### src/rtl/uart_pkg.sv
`default_nettype none
// ----------------------------------------------------------------------------
// Module : uart_pkg
// Brief  : Shared UART constants and the receiver state encoding.
// Rev    : 1.0
// ----------------------------------------------------------------------------
package uart_pkg;

  localparam int UART_DATA_BITS            = 8;
  localparam int UART_CLKS_PER_BIT_DEFAULT = 868;

  typedef enum logic [2:0] {
    ST_IDLE  = 3'd0,
    ST_START = 3'd1,
    ST_DATA  = 3'd2,
    ST_STOP  = 3'd3,
    ST_BREAK = 3'd4
  } uart_state_e;

endpackage
`default_nettype wire

### src/rtl/uart_rx.sv
`default_nettype none
// ----------------------------------------------------------------------------
// Module : uart_rx
// Brief  : Mid-bit-sampling 8N1 UART receiver with a one-entry valid/ready
//          holding register, framing-error and overrun pulses.
// Rev    : 1.0
// ----------------------------------------------------------------------------
module uart_rx
  import uart_pkg::*;
#(
  parameter int CLKS_PER_BIT = UART_CLKS_PER_BIT_DEFAULT
) (
  input  logic                      clk,
  input  logic                      reset,
  input  logic                      rx,
  output logic [UART_DATA_BITS-1:0] rx_data,
  output logic                      rx_valid,
  input  logic                      rx_ready,
  output logic                      frame_err,
  output logic                      overrun,
  output logic                      busy
);

  localparam int            CW          = $clog2(CLKS_PER_BIT);
  localparam logic [CW-1:0] C_HALF_LAST = CW'(CLKS_PER_BIT / 2 - 1);
  localparam logic [CW-1:0] C_BIT_LAST  = CW'(CLKS_PER_BIT - 1);

  uart_state_e               state_q, state_d;
  logic [1:0]                sync_q, sync_d;
  logic [CW-1:0]             cnt_q, cnt_d;
  logic [2:0]                bitcnt_q, bitcnt_d;
  logic [UART_DATA_BITS-1:0] shift_q, shift_d;
  logic [UART_DATA_BITS-1:0] rx_data_q, rx_data_d;
  logic                      rx_valid_q, rx_valid_d;
  logic                      frame_err_q, frame_err_d;
  logic                      overrun_q, overrun_d;
  logic                      deliver;
  logic                      rx_s;

  // Two-flop synchronizer; presets to the idle-high line level.
  assign rx_s = sync_q[1];

  always_comb begin
    sync_d      = {sync_q[0], rx};
    state_d     = state_q;
    cnt_d       = cnt_q;
    bitcnt_d    = bitcnt_q;
    shift_d     = shift_q;
    rx_data_d   = rx_data_q;
    rx_valid_d  = rx_valid_q;
    frame_err_d = 1'b0;
    overrun_d   = 1'b0;
    deliver     = 1'b0;

    unique case (state_q)
      ST_IDLE: begin
        if (!rx_s) begin
          cnt_d   = '0;
          state_d = ST_START;
        end
      end
      ST_START: begin
        if (cnt_q == C_HALF_LAST) begin
          cnt_d    = '0;
          bitcnt_d = '0;
          state_d  = rx_s ? ST_IDLE : ST_DATA;
        end else begin
          cnt_d = cnt_q + 1'b1;
        end
      end
      ST_DATA: begin
        if (cnt_q == C_BIT_LAST) begin
          cnt_d             = '0;
          shift_d[bitcnt_q] = rx_s;
          bitcnt_d          = bitcnt_q + 1'b1;
          if (bitcnt_q == 3'd7) begin
            state_d = ST_STOP;
          end
        end else begin
          cnt_d = cnt_q + 1'b1;
        end
      end
      ST_STOP: begin
        if (cnt_q == C_BIT_LAST) begin
          cnt_d = '0;
          if (rx_s) begin
            deliver = 1'b1;
            state_d = ST_IDLE;
          end else begin
            frame_err_d = 1'b1;
            state_d     = ST_BREAK;
          end
        end else begin
          cnt_d = cnt_q + 1'b1;
        end
      end
      ST_BREAK: begin
        // Hold here until the line returns high so a stuck-low line cannot retrigger.
        if (rx_s) begin
          state_d = ST_IDLE;
        end
      end
      default: begin
        state_d = ST_IDLE;
      end
    endcase

    if (deliver) begin
      if (!rx_valid_q || rx_ready) begin
        rx_data_d  = shift_q;
        rx_valid_d = 1'b1;
      end else begin
        overrun_d = 1'b1;
      end
    end else if (rx_valid_q && rx_ready) begin
      rx_valid_d = 1'b0;
    end
  end

  always_ff @(posedge clk) begin
    if (reset) begin
      sync_q      <= 2'b11;
      state_q     <= ST_IDLE;
      cnt_q       <= '0;
      bitcnt_q    <= '0;
      shift_q     <= '0;
      rx_data_q   <= '0;
      rx_valid_q  <= 1'b0;
      frame_err_q <= 1'b0;
      overrun_q   <= 1'b0;
    end else begin
      sync_q      <= sync_d;
      state_q     <= state_d;
      cnt_q       <= cnt_d;
      bitcnt_q    <= bitcnt_d;
      shift_q     <= shift_d;
      rx_data_q   <= rx_data_d;
      rx_valid_q  <= rx_valid_d;
      frame_err_q <= frame_err_d;
      overrun_q   <= overrun_d;
    end
  end

  assign rx_data   = rx_data_q;
  assign rx_valid  = rx_valid_q;
  assign frame_err = frame_err_q;
  assign overrun   = overrun_q;
  assign busy      = (state_q != ST_IDLE);

endmodule
`default_nettype wire

### config.mk
export PLATFORM = sky130hd
export DESIGN_NAME = uart_rx
export DESIGN_NICKNAME = d
export VERILOG_FILES = /design/src/rtl/uart_pkg.sv /design/src/rtl/uart_rx.sv
export SDC_FILE = /design/constraint.sdc
export NUM_CORES = 1
export LEC_CHECK = 0
export BUFFER_PORTS_ARGS = -buffer_cell sky130_fd_sc_hd__clkbuf_2
export CORE_MARGIN = 3
export CORE_UTILIZATION = 35
export CTS_BUF_LIST = sky130_fd_sc_hd__clkbuf_2
export DETAILED_ROUTE_END_ITERATION = 10
export PLACE_DENSITY = 0.48
export SLEW_MARGIN = 20
export SYNTH_ARGS = -nofsm -noshare
export SYNTH_HDL_FRONTEND = slang
export SYNTH_SLANG_ARGS = --single-unit
### constraint.sdc
create_clock -name clk -period 5.2 [get_ports clk]
set_input_delay 0.26 -clock clk [delete_from_list [all_inputs] [get_ports clk]]
set_output_delay 0.26 -clock clk [all_outputs]
set_load 0.03 [all_outputs]
==> run metrics <==
post-detailed-route wirelength per cell=~13 um; slowest stage cell on the critical path=or4_1; RSZ-0062 raised after global routing=no; Syn. warnings=0; GR Overflow Total=0; Mapped Cells=about 200; DP Wirelength=approximately 2.5 mm; largest net degree at the start of global routing=38; row cnt=25; VDD IR max=roughly 0.11 mV; FF-to-FF setup slack=roughly 3000 ps; layout cells sized above 1=~17%; Sequential Power Share=60.3%; Levels on crit path=6; DRC Markers=0; count of cell types in the netlist=40; Critical R2R Launch=cnt_q[0]; r2r worst-path depth=6; Detailed Route WL=about 3.6 mm; RR Endpoint=state_q[0]; IO Port Bufs=15; P_int=0.000372 W; Cell Area, Synth=approximately 1700 um2; core area=4750 um2; n_diodes=0; CTS resizes=0; clock share of power=between 30 and 40%; TritonCTS clock tree=built; Post-CTS Setup Inserts=0; Longest Clk Path Bufs=2; drt pass-1 iters=5; last weighted congestion value of the routability-driven placer=slightly above 0.8; Avg Vias per Cell=~5.2; fin area=1930 um2; Setup crit start=cnt_q[0]; Switching Fraction=between 20% and 30%; CP max stage delay=~520 ps; starting density of the core=36.7%; CP Max Fanout=13; Setup CP Type=register to register; asr flop ratio synth=0%; Critical Path, Cell by Cell=ha_1, nand4b_1, nor3_4, a211oi_2, or4_1, a21oi_1; top post-synthesis cells by area=dfxtp_1 42%, mux2i_1 9.8%, nor2_1 5.2%, nand2_1 4.5%, nand3_1 3.2%; Top delay family on crit path=simple AND/OR/NAND/NOR gates; CP bufs+invs=0; Synth Net Count=203; H-tree depth=2; synth cell count leaders=37 x dfxtp_1, 24 x nor2_1, 21 x nand2_1; Top Ports=16; Setup crit end kind=register; Tightest Pin Transition=approximately 800 ps; Critical Path RT=5510 ps; Yosys top cell by area=dfxtp_1; via count=approximately 1400; DIE HEIGHT=76.6 um; status=complete, no violations; worst hold path type=input port to register; fin. max-slew vios=0; minimum clock period=between 2000 and 2500 ps; # Max-Cap Violations=0; Crit path arrival time=between 2000 and 3000 ps; Leakage=0.769 nW; pwr/cell area=248 nW/um2; total global-route track usage=roughly 12%; DIE WIDTH=between 70 and 80 um; Routed Antenna Nets=0; Post-Layout Cell Count=between 200 and 300; worst skew pair latency=around 380 ps; CP endpoint=state_q[0]; nets=approximately 220; Final Cycle Share=between 40% and 50%; Root Buffer=clkbuf_2; Area growth, synth to finish=10.6%; Main synth FF type=dfxtp_1; Post-synth EDFFs=0; # setup viols final=0; Setup crit start kind=register; Setup Skew=around 8 ps; hold buffer count at cts=0; register area share after synthesis=a little over two fifths; most common cell in the netlist=dfxtp_1; total CTS buffers=5; P_sw=around 0.00011 W; Placed Area=1860 um2; initial antenna violation count=0; Peak Freq=445 MHz; Slew HR=approximately 46%; Fin. Hold Viols=0; Synth Register Bits=37; TNS Setup=0 ps; die area=5860 um2; Final Util=between 40% and 50%; Gate power share=~3%; vias in the first global route=between 1000 and 1500; starting DRC count in detailed routing=around 100; first-pass GRT wire length=between 5 and 6 mm; placed insts=about 270; # clock sinks=37; syn avg cell area=between 8 and 9 um2; CTS clk-pin slew, worst paths=around 180 ps; post-synth top area share=42.5%
placed cells by master, fill, tap and decap left out, types with 3 or more instances in the layout:
cell type,n
a31oi_1,8
ha_1,4
inv_1,3
nand4_1,3
clkbuf_2,21
mux2i_1,17
nand2_1,21
nand4b_1,4
nand3b_1,3
nand3_1,11
nor3_1,5
a21oi_1,7
nor2_1,24
or2_2,4
or3_1,7
dfxtp_1,37
registers in the layout (all words and copies together), names as in the netlist:
name and flops:
state_q 3, frame_err 1, cnt_q 10, rx_data 8, bitcnt_q 3, sync_q 2
overrun 1, rx_valid 1, shift_q 8
layout make-up:
cell class,count,area [um2]
Sequential cell,37,741
Inverter,3,11.3
Fill cell,518,2830
Clock inverter,2,33.8
Clock buffer,6,30.0
Tap cell,67,83.8
Timing Repair Buffer,15,75.1
Multi-Input combinational cell,145,952
through the flow:
| step | worst slack [ps] | power [W] | hold slack (ps) |
|---|---|---|---|
| finish | 2950 | 0.000477 | 49.8 |
| global route | 2730 | 0.000503 | 5.98 |
| detailed placement | 3000 | 0.000308 | 399 |
| global placement | 3070 | 0.000308 | 401 |
| floorplan | 3320 | 0.000304 | 364 |
| CTS | 2930 | 0.000486 | 24.4 |
metal layers:
layer  vias to the layer above  wire length [um]  global-route usage, %
met4                         0                53                   4.35
met2                        30              1630                   19.3
li1                        725                 -                      -
met5                         -                 0                      0
met1                       681              1740                   16.5
met3                         6               148                   3.78
how the worst min path moves through the flow:
stage / depth (start not counted) / endpoint / start
6_report: 2 / sync_q[0] / rx
3_3_place_gp: 1 / sync_q[1] / sync_q[0]
2_1_floorplan: 1 / sync_q[0] / rx
5_1_grt: 2 / sync_q[0] / rx
3_5_place_dp: 1 / sync_q[1] / sync_q[0]
4_1_cts: 2 / sync_q[0] / rx
power groups by stage:
stage / logic [W] / clock network [W] / registers, W
global placement: 0.0000140 / 0 / 0.000294
global route: 0.0000159 / 0.000199 / 0.000289
detailed placement: 0.0000145 / 0 / 0.000294
floorplan: 0.0000121 / 0 / 0.000292
finish: 0.0000144 / 0.000175 / 0.000288
CTS: 0.0000145 / 0.000183 / 0.000288
kinds of logic after synthesis:
group                      Yosys count  synth area share, %
and+or+nand+nor                     99                 32.1
DFF                                 37                 42.5
AOI/OAI and AO/OA                   25                 9.91
muxes                               17                 9.76
buffers and inverters               13                 2.87
adders and majority gates            4                 2.87
Power figures use the tool's default switching activity.
